[src/rtl/room_controller.sv]
// room_controller: tracks the current dungeon room and sequences the
// fade-out / room-swap / fade-in transition when the player exits through a door.
module room_controller #(
  parameter logic [2:0] START_ROOM  = 3'd0,
  parameter int         N_EDGE      = 32,
  parameter int         S_EDGE      = 448,
  parameter int         W_EDGE      = 0,
  parameter int         E_EDGE      = 608,
  parameter int         SPAWN_INSET = 64
) (
  input  logic       Clk,
  input  logic       Reset,
  input  logic       frame_clk,
  input  logic [9:0] player_x,
  input  logic [9:0] player_y,
  output logic [2:0] room,
  output logic       transition_active,
  output logic [3:0] fade_level,
  output logic       player_set,
  output logic [9:0] spawn_x,
  output logic [9:0] spawn_y
);

  typedef enum logic [1:0] {IDLE, FADE_OUT, SWAP, FADE_IN} state_t;

  localparam logic [9:0] N_LIM   = 10'(N_EDGE);
  localparam logic [9:0] S_LIM   = 10'(S_EDGE);
  localparam logic [9:0] W_LIM   = 10'(W_EDGE);
  localparam logic [9:0] E_LIM   = 10'(E_EDGE);
  localparam logic [9:0] SPAWN_N = 10'(S_EDGE - SPAWN_INSET);
  localparam logic [9:0] SPAWN_S = 10'(N_EDGE + SPAWN_INSET);
  localparam logic [9:0] SPAWN_W = 10'(E_EDGE - SPAWN_INSET);
  localparam logic [9:0] SPAWN_E = 10'(W_EDGE + SPAWN_INSET);

  state_t     state_reg, state_next;
  logic [2:0] room_reg, room_next;
  logic [2:0] next_room_reg, next_room_next;
  logic [3:0] fade_reg, fade_next;
  logic [9:0] spawn_x_reg, spawn_x_next;
  logic [9:0] spawn_y_reg, spawn_y_next;
  logic       frame_clk_q_reg;
  logic       tick;

  logic       trig_n, trig_s, trig_w, trig_e;
  logic       nb_valid;
  logic [2:0] nb_room;
  logic [9:0] cand_x, cand_y;

  assign tick   = frame_clk & ~frame_clk_q_reg;
  assign trig_n = (player_y <= N_LIM);
  assign trig_s = (player_y >= S_LIM);
  assign trig_w = (player_x <= W_LIM);
  assign trig_e = (player_x >= E_LIM);

  // Door lookup: only the highest-priority trigger (N > S > W > E) is consulted.
  always_comb begin
    nb_valid = 1'b0;
    nb_room  = 3'd0;
    cand_x   = player_x;
    cand_y   = player_y;
    if (trig_n) begin
      cand_y = SPAWN_N;
      case (room_reg)
        3'd0: begin nb_valid = 1'b1; nb_room = 3'd2; end
        3'd4: begin nb_valid = 1'b1; nb_room = 3'd3; end
        3'd5: begin nb_valid = 1'b1; nb_room = 3'd6; end
        default: ;
      endcase
    end else if (trig_s) begin
      cand_y = SPAWN_S;
      case (room_reg)
        3'd2: begin nb_valid = 1'b1; nb_room = 3'd0; end
        3'd3: begin nb_valid = 1'b1; nb_room = 3'd4; end
        3'd6: begin nb_valid = 1'b1; nb_room = 3'd5; end
        default: ;
      endcase
    end else if (trig_w) begin
      cand_x = SPAWN_W;
      case (room_reg)
        3'd0: begin nb_valid = 1'b1; nb_room = 3'd1; end
        3'd1: begin nb_valid = 1'b1; nb_room = 3'd3; end
        3'd4: begin nb_valid = 1'b1; nb_room = 3'd5; end
        3'd5: begin nb_valid = 1'b1; nb_room = 3'd7; end
        default: ;
      endcase
    end else if (trig_e) begin
      cand_x = SPAWN_E;
      case (room_reg)
        3'd1: begin nb_valid = 1'b1; nb_room = 3'd0; end
        3'd3: begin nb_valid = 1'b1; nb_room = 3'd1; end
        3'd5: begin nb_valid = 1'b1; nb_room = 3'd4; end
        3'd7: begin nb_valid = 1'b1; nb_room = 3'd5; end
        default: ;
      endcase
    end
  end

  // Transition sequencer: next-state and next-value logic.
  always_comb begin
    state_next     = state_reg;
    room_next      = room_reg;
    next_room_next = next_room_reg;
    fade_next      = fade_reg;
    spawn_x_next   = spawn_x_reg;
    spawn_y_next   = spawn_y_reg;
    case (state_reg)
      IDLE: begin
        if (tick && nb_valid) begin
          next_room_next = nb_room;
          spawn_x_next   = cand_x;
          spawn_y_next   = cand_y;
          state_next     = FADE_OUT;
        end
      end
      FADE_OUT: begin
        if (tick) begin
          if (fade_reg == 4'd15) state_next = SWAP;
          else                   fade_next  = fade_reg + 4'd1;
        end
      end
      SWAP: begin
        room_next  = next_room_reg;
        state_next = FADE_IN;
      end
      FADE_IN: begin
        if (tick) begin
          if (fade_reg == 4'd0) state_next = IDLE;
          else                  fade_next  = fade_reg - 4'd1;
        end
      end
      default: state_next = IDLE;
    endcase
  end

  // State and datapath registers; history starts high so reset never fakes a tick.
  always_ff @(posedge Clk) begin
    if (Reset) begin
      state_reg       <= IDLE;
      room_reg        <= START_ROOM;
      next_room_reg   <= START_ROOM;
      fade_reg        <= 4'd0;
      spawn_x_reg     <= 10'd0;
      spawn_y_reg     <= 10'd0;
      frame_clk_q_reg <= 1'b1;
    end else begin
      state_reg       <= state_next;
      room_reg        <= room_next;
      next_room_reg   <= next_room_next;
      fade_reg        <= fade_next;
      spawn_x_reg     <= spawn_x_next;
      spawn_y_reg     <= spawn_y_next;
      frame_clk_q_reg <= frame_clk;
    end
  end

  assign room              = room_reg;
  assign fade_level        = fade_reg;
  assign spawn_x           = spawn_x_reg;
  assign spawn_y           = spawn_y_reg;
  assign transition_active = (state_reg != IDLE);
  assign player_set        = (state_reg == SWAP);

endmodule

[config.mk]
export PLATFORM = sky130hd
export DESIGN_NAME = room_controller
export DESIGN_NICKNAME = d
export VERILOG_FILES = /design/src/rtl/room_controller.sv
export SDC_FILE = /design/constraint.sdc
export NUM_CORES = 1
export LEC_CHECK = 0
export BUFFER_PORTS_ARGS = -buffer_cell sky130_fd_sc_hd__buf_2
export CAP_MARGIN = 10
export CORE_ASPECT_RATIO = 0.7
export CORE_MARGIN = 2
export CORE_UTILIZATION = 56
export DETAILED_ROUTE_END_ITERATION = 7
export PLACE_DENSITY_LB_ADDON = 0.2
export SLEW_MARGIN = 25
export SYNTH_ARGS = -nofsm -noshare
export SYNTH_HDL_FRONTEND = slang
export SYNTH_SLANG_ARGS = --single-unit
[constraint.sdc]
create_clock -name Clk -period 5.6 [get_ports Clk]
set_input_delay 0.84 -clock Clk [delete_from_list [all_inputs] [get_ports Clk]]
set_output_delay 0.84 -clock Clk [all_outputs]
set_load 0.05 [all_outputs]
# Word-level counts from Yosys, hierarchy flattened
# Index checks and enable logic that the tools add are counted.
[totals] ff_bits=33 in_bits=23 out_inout_bits=29 wordCells=79
[op_classes] add_sub_neg=2 magnitude_cmp=4 eq_ne=18 mux=33 bitwise=2 n_reduce_logical=13
[op_table] op="10-bit 2-to-1 mux" n=6
[op_table] op="3-bit one-hot mux with 3 select lines" n=2
[op_table] op="4-bit 2-to-1 mux" n=4
[op_table] op="2-bit inequality test (second input constant)" n=7
[op_table] op="3-bit == test (second input constant)" n=4
[op_table] op="3-bit 2-to-1 mux" n=4
[op_table] op="3-bit one-hot mux with 4 select lines" n=1
[op_table] op="10-bit greater-or-equal comparator (second input constant)" n=1
[op_table] op="10-bit by 9-bit greater-or-equal comparator with 1-bit output (second input constant)" n=1
[op_table] op="10-bit by 1-bit <= comparator with 1-bit output (second input constant)" n=1
[op_table] op="10-bit by 6-bit <= comparator with 1-bit output (second input constant)" n=1
[op_table] op="2-bit 2-to-1 mux" n=5
[op_table] op="5-bit AND reduction" n=2
[op_table] op="1-bit 2-to-1 mux" n=8
[op_table] op="2-bit one-hot mux with 4 select lines" n=1
[op_table] op="4-bit one-hot mux with 2 select lines" n=1
[op_table] op="4-bit OR reduction" n=2
[op_table] op="3-bit by 2-bit == test with 1-bit output (second input constant)" n=2
[op_table] op="3-bit one-hot mux with 2 select lines" n=1
[op_table] op="3-bit OR reduction" n=2
[op_table] op="4-bit by 1-bit adder with 4-bit output (second input constant)" n=1
[op_table] op="2-bit == test (second input constant)" n=2
[op_table] op="4-bit == test (second input constant)" n=1
[op_table] op="4-bit zero test" n=1
[op_table] op="10 further kinds" n=11

# Longest topological paths before layout
# Gate-level depths: netlist of the first run.
[depth] word_depth=10 ltp_mapped=7 depth_no_buf=7

# Least setup slack after synthesis of the first run
# OpenSTA, ideal clock, no wires.
[synth_path] kind="input port to flip-flop" startpoint="input player_y[3]" endpoint="register spawn_y_reg[7] (netlist: spawn_y[7])" setup_time_ps=123 t_arrival_ps=2380 required_time_ps=5477 path_slack_ps=3096 path_stages=6 path_cell_list="or3_4 > o311ai_1 > a31o_2 > a21o_1 > buf_6 > mux2_1"
[synth_via] elab_chain_cells=5 elab_cells_between_ends=8
[synth_rtl] item="from (decl)" line="15" source="input logic [9:0] player_y,"
[synth_rtl] item="10-bit by 9-bit greater-or-equal comparator with 1-bit output" line="51" source="assign trig_s = (player_y >= S_LIM);"
[synth_rtl] item="1-bit 2-to-1 mux" line="69" source="end else if (trig_s) begin"
[synth_rtl] item="1-bit 2-to-1 mux" line="61" source="if (trig_n) begin"
[synth_rtl] item="1-bit logical AND" line="108" source="if (tick && nb_valid) begin"
[synth_rtl] item="2-bit AND reduction (no line)"
[synth_rtl] item="to (signal assigned)" line="151" source="spawn_y_reg <= spawn_y_next;"
[synth_rtl] item="to (decl)" line="40" source="logic [9:0] spawn_y_reg, spawn_y_next;"
# Parallel ways exist; a longest one is shown, timed or not.
# A chain may end at the register's enable or synchronous reset.

# Worst setup path after layout of the first run
# Same ends and word-level chain as after synthesis.

==> results of run 1 <==
kinds of logic after synthesis:
| family | after synthesis | share of synthesized area |
|---|---|---|
| xor+xnor | 3 | 0.0142 |
| compound gates | 42 | 0.175 |
| simple gates | 83 | 0.225 |
| mux | 24 | 0.132 |
| fa+ha+maj | 7 | 0.0513 |
| buf+inv | 20 | 0.0466 |
| flops | 33 | 0.357 |
critical path, stage by stage:
cell and delay (ns):
buf_2 0.10, or3_4 0.41, o311ai_1 0.41, a31o_2 0.26, a21o_1 0.77, mux2_1 0.39
power by group through the flow:
stage	Clock (mW)	Combinational [mW]	Sequential, mW
floorplan	0	0.0253	0.244
global placement	0	0.0453	0.242
detailed placement	0	0.0458	0.242
CTS	0.199	0.0462	0.237
global route	0.210	0.0512	0.237
finish	0.196	0.0467	0.237
cells in the final DEF, fill, tap and decap left out, drive strengths merged, types with 6 or more instances in the layout:
master,instances
mux2i,21
nand3,16
nor2,12
inv,10
nand2,30
dfxtp,33
buf,51
clkbuf,7
a21oi,10
nor4,6
ha,6
metal layers:
metal | vias to the layer above | global-route usage | wire [um]
met2 | 61 | 0.320 | 1740
li1 | 878 | - | -
met4 | 0 | 0.0957 | 60
met3 | 6 | 0.0601 | 287
met5 | - | 0 | 0
met1 | 795 | 0.360 | 2240
final cells by class:
| cell class | count | area, um^2 | area share |
|---|---|---|---|
| Timing Repair Buffer | 51 | 255 | 0.115 |
| Multi-Input combinational cell | 159 | 1110 | 0.500 |
| Inverter | 11 | 41.3 | 0.0187 |
| Sequential cell | 33 | 661 | 0.299 |
| Clock buffer | 7 | 96.3 | 0.0436 |
| Tap cell | 38 | 47.5 | 0.0215 |
| Clock inverter | 1 | 5.00 | 0.00226 |
worst max path at each step:
| stage | start | to | slack (ns) | cells after the start |
|---|---|---|---|---|
| floorplan | player_y[3] | spawn_y[7] | 3.10 | 6 |
| global placement | player_y[3] | spawn_y[8] | 2.41 | 6 |
| detailed placement | player_y[3] | spawn_y[7] | 2.33 | 6 |
| CTS | player_y[3] | spawn_y[7] | 2.61 | 6 |
| global route | player_y[3] | spawn_y[8] | 2.50 | 6 |
| finish | player_y[3] | spawn_y[7] | 2.59 | 6 |
through the flow:
| step | util | instances |
|---|---|---|
| floorplan | - | 212 |
| global placement | 0.671 | 292 |
| detailed placement | 0.671 | 292 |
| CTS | 0.703 | 300 |
| global route | 0.703 | 300 |
| finish | 0.703 | 300 |
==> impl_metrics.tcl, run 1 <==
set metrics [dict create \
    final.period_utilization 0.538 \
    syn_to_final_growth_pct 19.4 \
    post_route_minimum_period_ns 3.01 \
    die_w_um 72.8 \
    crit_required_ns 5.77 \
    intPower_mw 0.363 \
    wire_length_of_the_first_global_routing_pass_mm 6.86 \
    ys_warn_count 0 \
    cts-buffers-inserted 5 \
    routed-via-count 1740 \
    drive_gt1_frac 0.256 \
    post-synth-top-area-cell "dfxtp_1" \
    clock_tree.buffer_depth 2 \
    final_hold_viol_count 0 \
    ys_top_cells_by_count "dfxtp_1, nand2_1, mux2i_1" \
    clkTransAtPathRegs_ns 0.07 \
    swShare 0.242 \
    synth.distinct_cells 51 \
    avgSynthCellArea_um2 8.74 \
    place.detailed.hpwl_mm 3.13 \
    maximum_number_of_pins_on_one_net_before_global_route_repair 36 \
    number_of_enable_type_register_cells_in_the_synthesized_netlist 0 \
    outcome "finished clean" \
    worst_r2r_endpoint "spawn_y[7]" \
    die_footprint_mm2 0.00379 \
    portion_of_the_post_synthesis_area_used_by_sequential_elements 0.357 \
    placement.cell_area_mm2 0.00211 \
    worstHoldStart "spawn_x[2]" \
    place.gp.congestion 0.885 \
    maxCapViolCount 0 \
    postSynth.asyncResetShare 0 \
    global_route.usage.total 0.239 \
    routed_wirelength_mm 4.33 \
    fillers 259 \
    report.power.total_mw 0.479 \
    power.share.sequential 0.494 \
    globalRouteOverflowTotal 0 \
    cp-end-kind "flop" \
    clkSinkCount 33 \
    drt-wirelength-per-cell_um 14.4 \
    power.leakage_nw 1.05 \
    endpoint_of_the_worst_hold_timing_path "spawn_x[2]" \
    setup_viol 0 \
    r2r_setup_slack_ns 3.20 \
    dominantRegCellSynth "dfxtp_1" \
    slew_violations 0 \
    clock_skew_ns 0.00664 \
    worst_setup_path_start_kind "input pin" \
    largest_vdd_supply_drop_uv 144 \
    fin_worst_hold_slack_ns 0.459 \
    grt_setup_unrepaired "false" \
    ctsResizeCount 0 \
    pwr-share-comb 0.097 \
    die_height_um 52.1 \
    cts_htree_levels 2 \
    drtAntennaViolNets 0 \
    buffer_ports.inserted 51 \
    p_clk_frac 0.409 \
    min-delay-path-class "reg2reg" \
    drc_errors 0 \
    rows 17 \
    insertion_delay_ns 0.29 \
    initial_antenna_violation_count 0 \
    insertedDiodeCount 0 \
    timing.critical_path.arrival_ns 3.18 \
    holdPathStages 2 \
    design_area_mm2 0.00221 \
    rr_worst_depth 5 \
    first_global_vias 1477 \
    design.portCount 52 \
    net_sw_power_mw 0.116 \
    achievable-frequency_ghz 0.332 \
    cts_setup_buffers 0 \
    viasPerCell 5.80 \
    cts_tree "yes" \
    accumulated_negative_setup_slack_ns 0 \
    initial_core_util 0.589 \
    number_of_register_bits_inferred_by_synthesis 33 \
    cts_root_buffer "clkbuf_8" \
    final_nets 291 \
    critPathKind "in2reg" \
    synth_fp_nets 242 \
    post-place-ws_ns 2.33 \
    timing.max_slew.rel_slack 0.325 \
    core_mm2 0.00315 \
    power.density_cell_area_mw_per_mm2 217 \
    ys_top_cells_by_area "dfxtp_1, mux2i_1, nand2_1, nand3_1, ha_1" \
    synth_largest_type_area_fraction 0.357 \
    synth_most_common_cell "dfxtp_1" \
    worstPathMaxFanout 21 \
    first_iter_violations 74 \
    syn-instance-count 212 \
    regToRegStartpoint "frame_clk_q_reg" \
    max_slew.worst_pin.slew_ns 1.01 \
    synth.cell_area_mm2 0.00185 \
    drt-pass1-iter-count 4 \
    timing.final.ws_setup_ns 2.59 \
    post_cts_hold_fix_bufs 0 \
]
No activity file was read; power rests on OpenSTA's default activity.
==> run 2, diff against run 1 <==
--- a/config.mk
+++ b/config.mk
@@ -9,7 +9,7 @@
 export CAP_MARGIN = 10
 export CORE_ASPECT_RATIO = 0.7
 export CORE_MARGIN = 2
-export CORE_UTILIZATION = 56
+export CORE_UTILIZATION = 47
 export DETAILED_ROUTE_END_ITERATION = 7
 export PLACE_DENSITY_LB_ADDON = 0.2
 export SLEW_MARGIN = 25
==> constraint.sdc (replaced) <==
create_clock -name Clk -period 2.5 [get_ports Clk]
set_input_delay 0.375 -clock Clk [delete_from_list [all_inputs] [get_ports Clk]]
set_output_delay 0.375 -clock Clk [all_outputs]
set_load 0.05 [all_outputs]
==> run 2 against run 1 <==
- non-clock buffer count increased by 8
- via count increased by 1.7%
- combinational power increased by 140%
- critical endpoint is now spawn_x[5]
- critical path type is now reg2reg
- sequential cell count unchanged
- clock skew decreased by 0.0031 ns
- highest routed layer unchanged
- design area increased by 2.8%
- power increased by 120%
- hold slack got worse by 0.16 ns
- worst setup slack got worse by 2.2 ns
==> impl_metrics.tcl, run 2 (synthesis results as in run 1) <==
set metrics [dict create \
    outcome "finished clean" \
    final_nets 299 \
    rr_worst_depth 6 \
    maxCapViolCount 0 \
    cts_htree_levels 2 \
    global_route.usage.total 0.220 \
    cp-end-kind "flop" \
    wire_length_of_the_first_global_routing_pass_mm 7.71 \
    place.detailed.hpwl_mm 3.54 \
    timing.max_slew.rel_slack 0.698 \
    syn_to_final_growth_pct 22.8 \
    net_sw_power_mw 0.256 \
    critPathKind "reg2reg" \
    most-common-layout-cells "buf_2, dfxtp_1, nand2_1" \
    core_mm2 0.00385 \
    initial_antenna_violation_count 0 \
    grt_setup_unrepaired "false" \
    clkTransAtPathRegs_ns 0.07 \
    die_height_um 56.5 \
    drive_gt1_frac 0.271 \
    place.detailed.instances 314 \
    cts_root_buffer "clkbuf_8" \
    pwr-share-comb 0.106 \
    p_clk_frac 0.387 \
    rows 19 \
    power.share.sequential 0.507 \
    die_footprint_mm2 0.00447 \
    drt-wirelength-per-cell_um 14.3 \
    worstPathMaxFanout 12 \
    post_route_minimum_period_ns 2.12 \
    design.portCount 52 \
    worst_setup_path_start_kind "flop" \
    routed-via-count 1770 \
    initial_core_util 0.481 \
    final_hold_viol_count 0 \
    maximum_number_of_pins_on_one_net_before_global_route_repair 20 \
    fin_cells 321 \
    fillers 372 \
    insertedDiodeCount 0 \
    multiInputGateArea_mm2 0.00111 \
    intPower_mw 0.789 \
    globalRouteOverflowTotal 0 \
    slew_violations 0 \
    first_iter_violations 103 \
    routed_wirelength_mm 4.59 \
    drt-pass1-iter-count 4 \
    insertion_delay_ns 0.28 \
    die_w_um 79.1 \
    swShare 0.245 \
    first_global_vias 1591 \
    holdPathStages 2 \
    ctsResizeCount 0 \
    min-delay-path-class "in2reg" \
    clock_skew_ns 0.00350 \
    place.gp.congestion 0.921 \
    fin_worst_hold_slack_ns 0.300 \
    post_cts_hold_fix_bufs 0 \
    final.period_utilization 0.849 \
    timing.critical_path.arrival_ns 2.31 \
    max_slew.worst_pin.slew_ns 0.450 \
    buffer_ports.inserted 51 \
    cts_setup_buffers 0 \
    cts-buffers-inserted 5 \
    cts_tree "yes" \
    placement.cell_area_mm2 0.00219 \
    power.density_cell_area_mw_per_mm2 459 \
    sequential_cell_area_um2 661 \
    crit_required_ns 2.68 \
    finalCoreUtilization 0.591 \
    clock_tree.buffer_depth 2 \
    power.leakage_nw 1.08 \
    accumulated_negative_setup_slack_ns 0 \
    setup_viol 0 \
    achievable-frequency_ghz 0.471 \
    drc_errors 0 \
    viasPerCell 5.51 \
    largest_vdd_supply_drop_uv 281 \
    design_area_mm2 0.00227 \
    clkSinkCount 33 \
    drtAntennaViolNets 0 \
    layout_commonest_cell "buf_2" \
]
## run 2: worst paths after layout
check	endpoint	startpoint	slack, ns
hold reg to reg	spawn_y[0]	spawn_y[0]	0.46
setup reg to reg	spawn_x[5]	room[0]	0.38
hold / removal	frame_clk_q_reg	frame_clk	0.30
setup / recovery	spawn_x[5]	room[0]	0.38
## run 2: critical path, cell delays in order (launching register included)
cell and delay (ns):
dfxtp_1 0.39, nor2b_1 0.17, or3b_1 0.41, a31o_2 0.24, a21o_1 0.26, buf_4 0.24
a221oi_1 0.30
## run 2: area by class of cell
class                      count  area share
multi-input combinational    159       0.486
sequential                    33       0.290
timing repair buffer          59       0.139
clock buffer                   7      0.0380
tap                           52      0.0286
inverter                      11      0.0182
## run 2: through the flow
stage,setup slack (ns),power (mW)
2_1_floorplan,0.358,0.604
3_3_place_gp,0.234,0.651
3_5_place_dp,0.156,0.652
4_1_cts,0.384,1.05
5_1_grt,0.273,1.09
6_report,0.378,1.04
## run 2: routing by layer
| layer | vias up | wire [um] | global-route usage |
|---|---|---|---|
| met5 | - | 0 | 0 |
| met4 | 0 | 26 | 0.0542 |
| met3 | 4 | 218 | 0.0482 |
| met2 | 52 | 1930 | 0.303 |
| met1 | 824 | 2410 | 0.344 |
| li1 | 890 | - | - |
## run 2: power groups by stage
stage	clock [mW]	sequential (mW)	combinational [mW]
floorplan	0	0.547	0.0567
global placement	0	0.542	0.109
detailed placement	0	0.542	0.110
CTS	0.410	0.530	0.111
global route	0.435	0.530	0.122
finish	0.404	0.530	0.111
==> run 3, diff against run 2 <==
==> constraint.sdc (replaced) <==
create_clock -name Clk -period 1.7 [get_ports Clk]
set_input_delay 0.255 -clock Clk [delete_from_list [all_inputs] [get_ports Clk]]
set_output_delay 0.255 -clock Clk [all_outputs]
set_load 0.05 [all_outputs]
==> run 3 against run 2 <==
- the flow now finishes with violations (setup timing)
- routed wire length rose by 13%
- non-clock buffer count rose by 36
- sequential share of layout area fell by 3.9 points
- hold slack got worse by 0.13 ns
==> impl_metrics.tcl, run 3 (synthesis results as in run 1) <==
set metrics [dict create \
    maximum_number_of_pins_on_one_net_before_global_route_repair 27 \
    core_mm2 0.00385 \
    post_route_minimum_period_ns 1.84 \
    clock_skew_ns 0.00414 \
    final.period_utilization 1.08 \
    startpoint "frame_clk_q_reg" \
    crit_required_ns 1.91 \
    syn_to_final_growth_pct 46.0 \
    cp-end-kind "flop" \
    met2_usage_grt 0.347 \
    timing.critical_path.arrival_ns 2.05 \
    intPower_mw 1.18 \
    cts-buffers-inserted 5 \
    drc_errors 0 \
    p_clk_frac 0.381 \
    cts_htree_levels 2 \
    placement.cell_area_mm2 0.00248 \
    die_w_um 79.1 \
    design_area_mm2 0.00271 \
    finalCoreUtilization 0.702 \
    rows 19 \
    worst_setup_path_start_kind "flop" \
    grt_setup_unrepaired "true" \
    initial_core_util 0.481 \
    pwr-share-comb 0.129 \
    swShare 0.251 \
    clkTransAtPathRegs_ns 0.07 \
    final_nets 335 \
    cts_tree "yes" \
    drtAntennaViolNets 0 \
    design.portCount 52 \
    routed_wirelength_mm 5.18 \
    fin_worst_hold_slack_ns 0.168 \
    failed_checks "setup timing" \
    global_route.usage.total 0.235 \
    cts_root_buffer "clkbuf_8" \
    setup_viol 23 \
    most-common-layout-cells "buf_2, buf_4, nand2_1" \
    globalRouteOverflowTotal 0 \
    global_routing_s_busiest_layer "met2" \
    initial_antenna_violation_count 0 \
    power.leakage_nw 1.27 \
    routed-via-count 1942 \
    drt-pass1-iter-count 4 \
    slew_violations 0 \
    min-delay-path-class "in2reg" \
    rr_worst_depth 6 \
    accumulated_negative_setup_slack_ns -1.22 \
    viasPerCell 5.44 \
    clkSinkCount 33 \
    insertedDiodeCount 0 \
    largest_vdd_supply_drop_uv 596 \
    outcome "finished with violations" \
    power.density_cell_area_mw_per_mm2 583 \
    timing.final.ws_setup_ns -0.142 \
    met3_usage 0.0531 \
    grtUsageMet1 0.339 \
    die_footprint_mm2 0.00447 \
    post_cts_hold_fix_bufs 0 \
    worst_r2r_endpoint "spawn_x[5]" \
    setup.worst_path.end "spawn_x[5]" \
    clock_tree.buffer_depth 2 \
    place.gp.congestion 0.981 \
    buffer_ports.inserted 51 \
    place.detailed.hpwl_mm 3.59 \
    post-place-ws_ns -0.345 \
    die_height_um 56.5 \
    worstPathMaxFanout 12 \
    timing.max_slew.rel_slack 0.729 \
    wire_length_of_the_first_global_routing_pass_mm 8.20 \
    first_global_vias 1835 \
    achievable-frequency_ghz 0.543 \
    critPathKind "reg2reg" \
    max_slew.worst_pin.slew_ns 0.403 \
    regToRegStartpoint "frame_clk_q_reg" \
    final_hold_viol_count 0 \
    r2r_setup_slack_ns -0.14 \
    layout_commonest_cell "buf_2" \
    fillers 315 \
    drt-wirelength-per-cell_um 14.5 \
    maxCapViolCount 0 \
    first_iter_violations 106 \
    net_sw_power_mw 0.396 \
    power.share.sequential 0.490 \
    insertion_delay_ns 0.28 \
    drive_gt1_frac 0.449 \
]
-- run 3: area by class of cell --
class / instances / area [um^2] / share of cell area
clock buffer: 7 / 86.3 / 0.0319
inverter: 11 / 45.0 / 0.0167
multi-input combinational: 159 / 1230 / 0.455
sequential: 33 / 681 / 0.252
tap: 52 / 65.1 / 0.0241
timing repair buffer: 95 / 598 / 0.221
-- run 3: stage by stage --
| step | power (mW) | std cells |
|---|---|---|
| final | 1.58 | 357 |
| after global routing | 1.64 | 357 |
| after CTS | 1.58 | 356 |
| after detailed placement | 0.983 | 347 |
| after global placement | 0.981 | 347 |
| after floorplan | 0.885 | 212 |
-- run 3: worst max-delay path: stages, from the launching register on --
cell      delay, ns
dfxtp_1        0.29
and2b_2        0.21
or3b_4         0.40
a31o_4         0.24
a21o_4         0.22
buf_12         0.16
a221oi_2       0.24
-- run 3: worst min path at each step --
stage / start / end / slack (ns) / depth (start not counted)
after global placement: spawn_y[3] / spawn_y[3] / 0.44 / 2
after global routing: frame_clk / frame_clk_q_reg / 0.17 / 2
after detailed placement: spawn_y[6] / spawn_y[6] / 0.45 / 2
after floorplan: frame_clk / frame_clk_q_reg / 0.36 / 1
after CTS: frame_clk / frame_clk_q_reg / 0.17 / 2
final: frame_clk / frame_clk_q_reg / 0.17 / 2
-- run 3: layer usage --
layer | vias up | routed length [um]
met4 | 0 | 136
met2 | 62 | 2220
li1 | 962 | -
met5 | - | 0
met1 | 905 | 2570
met3 | 13 | 256
-- run 3: repair_timing --
item / 4_1_cts / 5_1_grt
setup endpoints to repair: 24 / 28
setup buffers: 2 / 1
endpoints found under the hold margin: 0 / 0
resized for setup: 11 / 11
pin swaps: 5 / 2
-- run 3: power by group through the flow --
stage                     logic (mW)  registers [mW]  clock network, mW
after floorplan               0.0851           0.800                  0
after global placement         0.189           0.792                  0
after detailed placement       0.191           0.792                  0
after CTS                      0.198           0.774              0.610
final                          0.204           0.773              0.600
after global routing           0.222           0.773              0.648
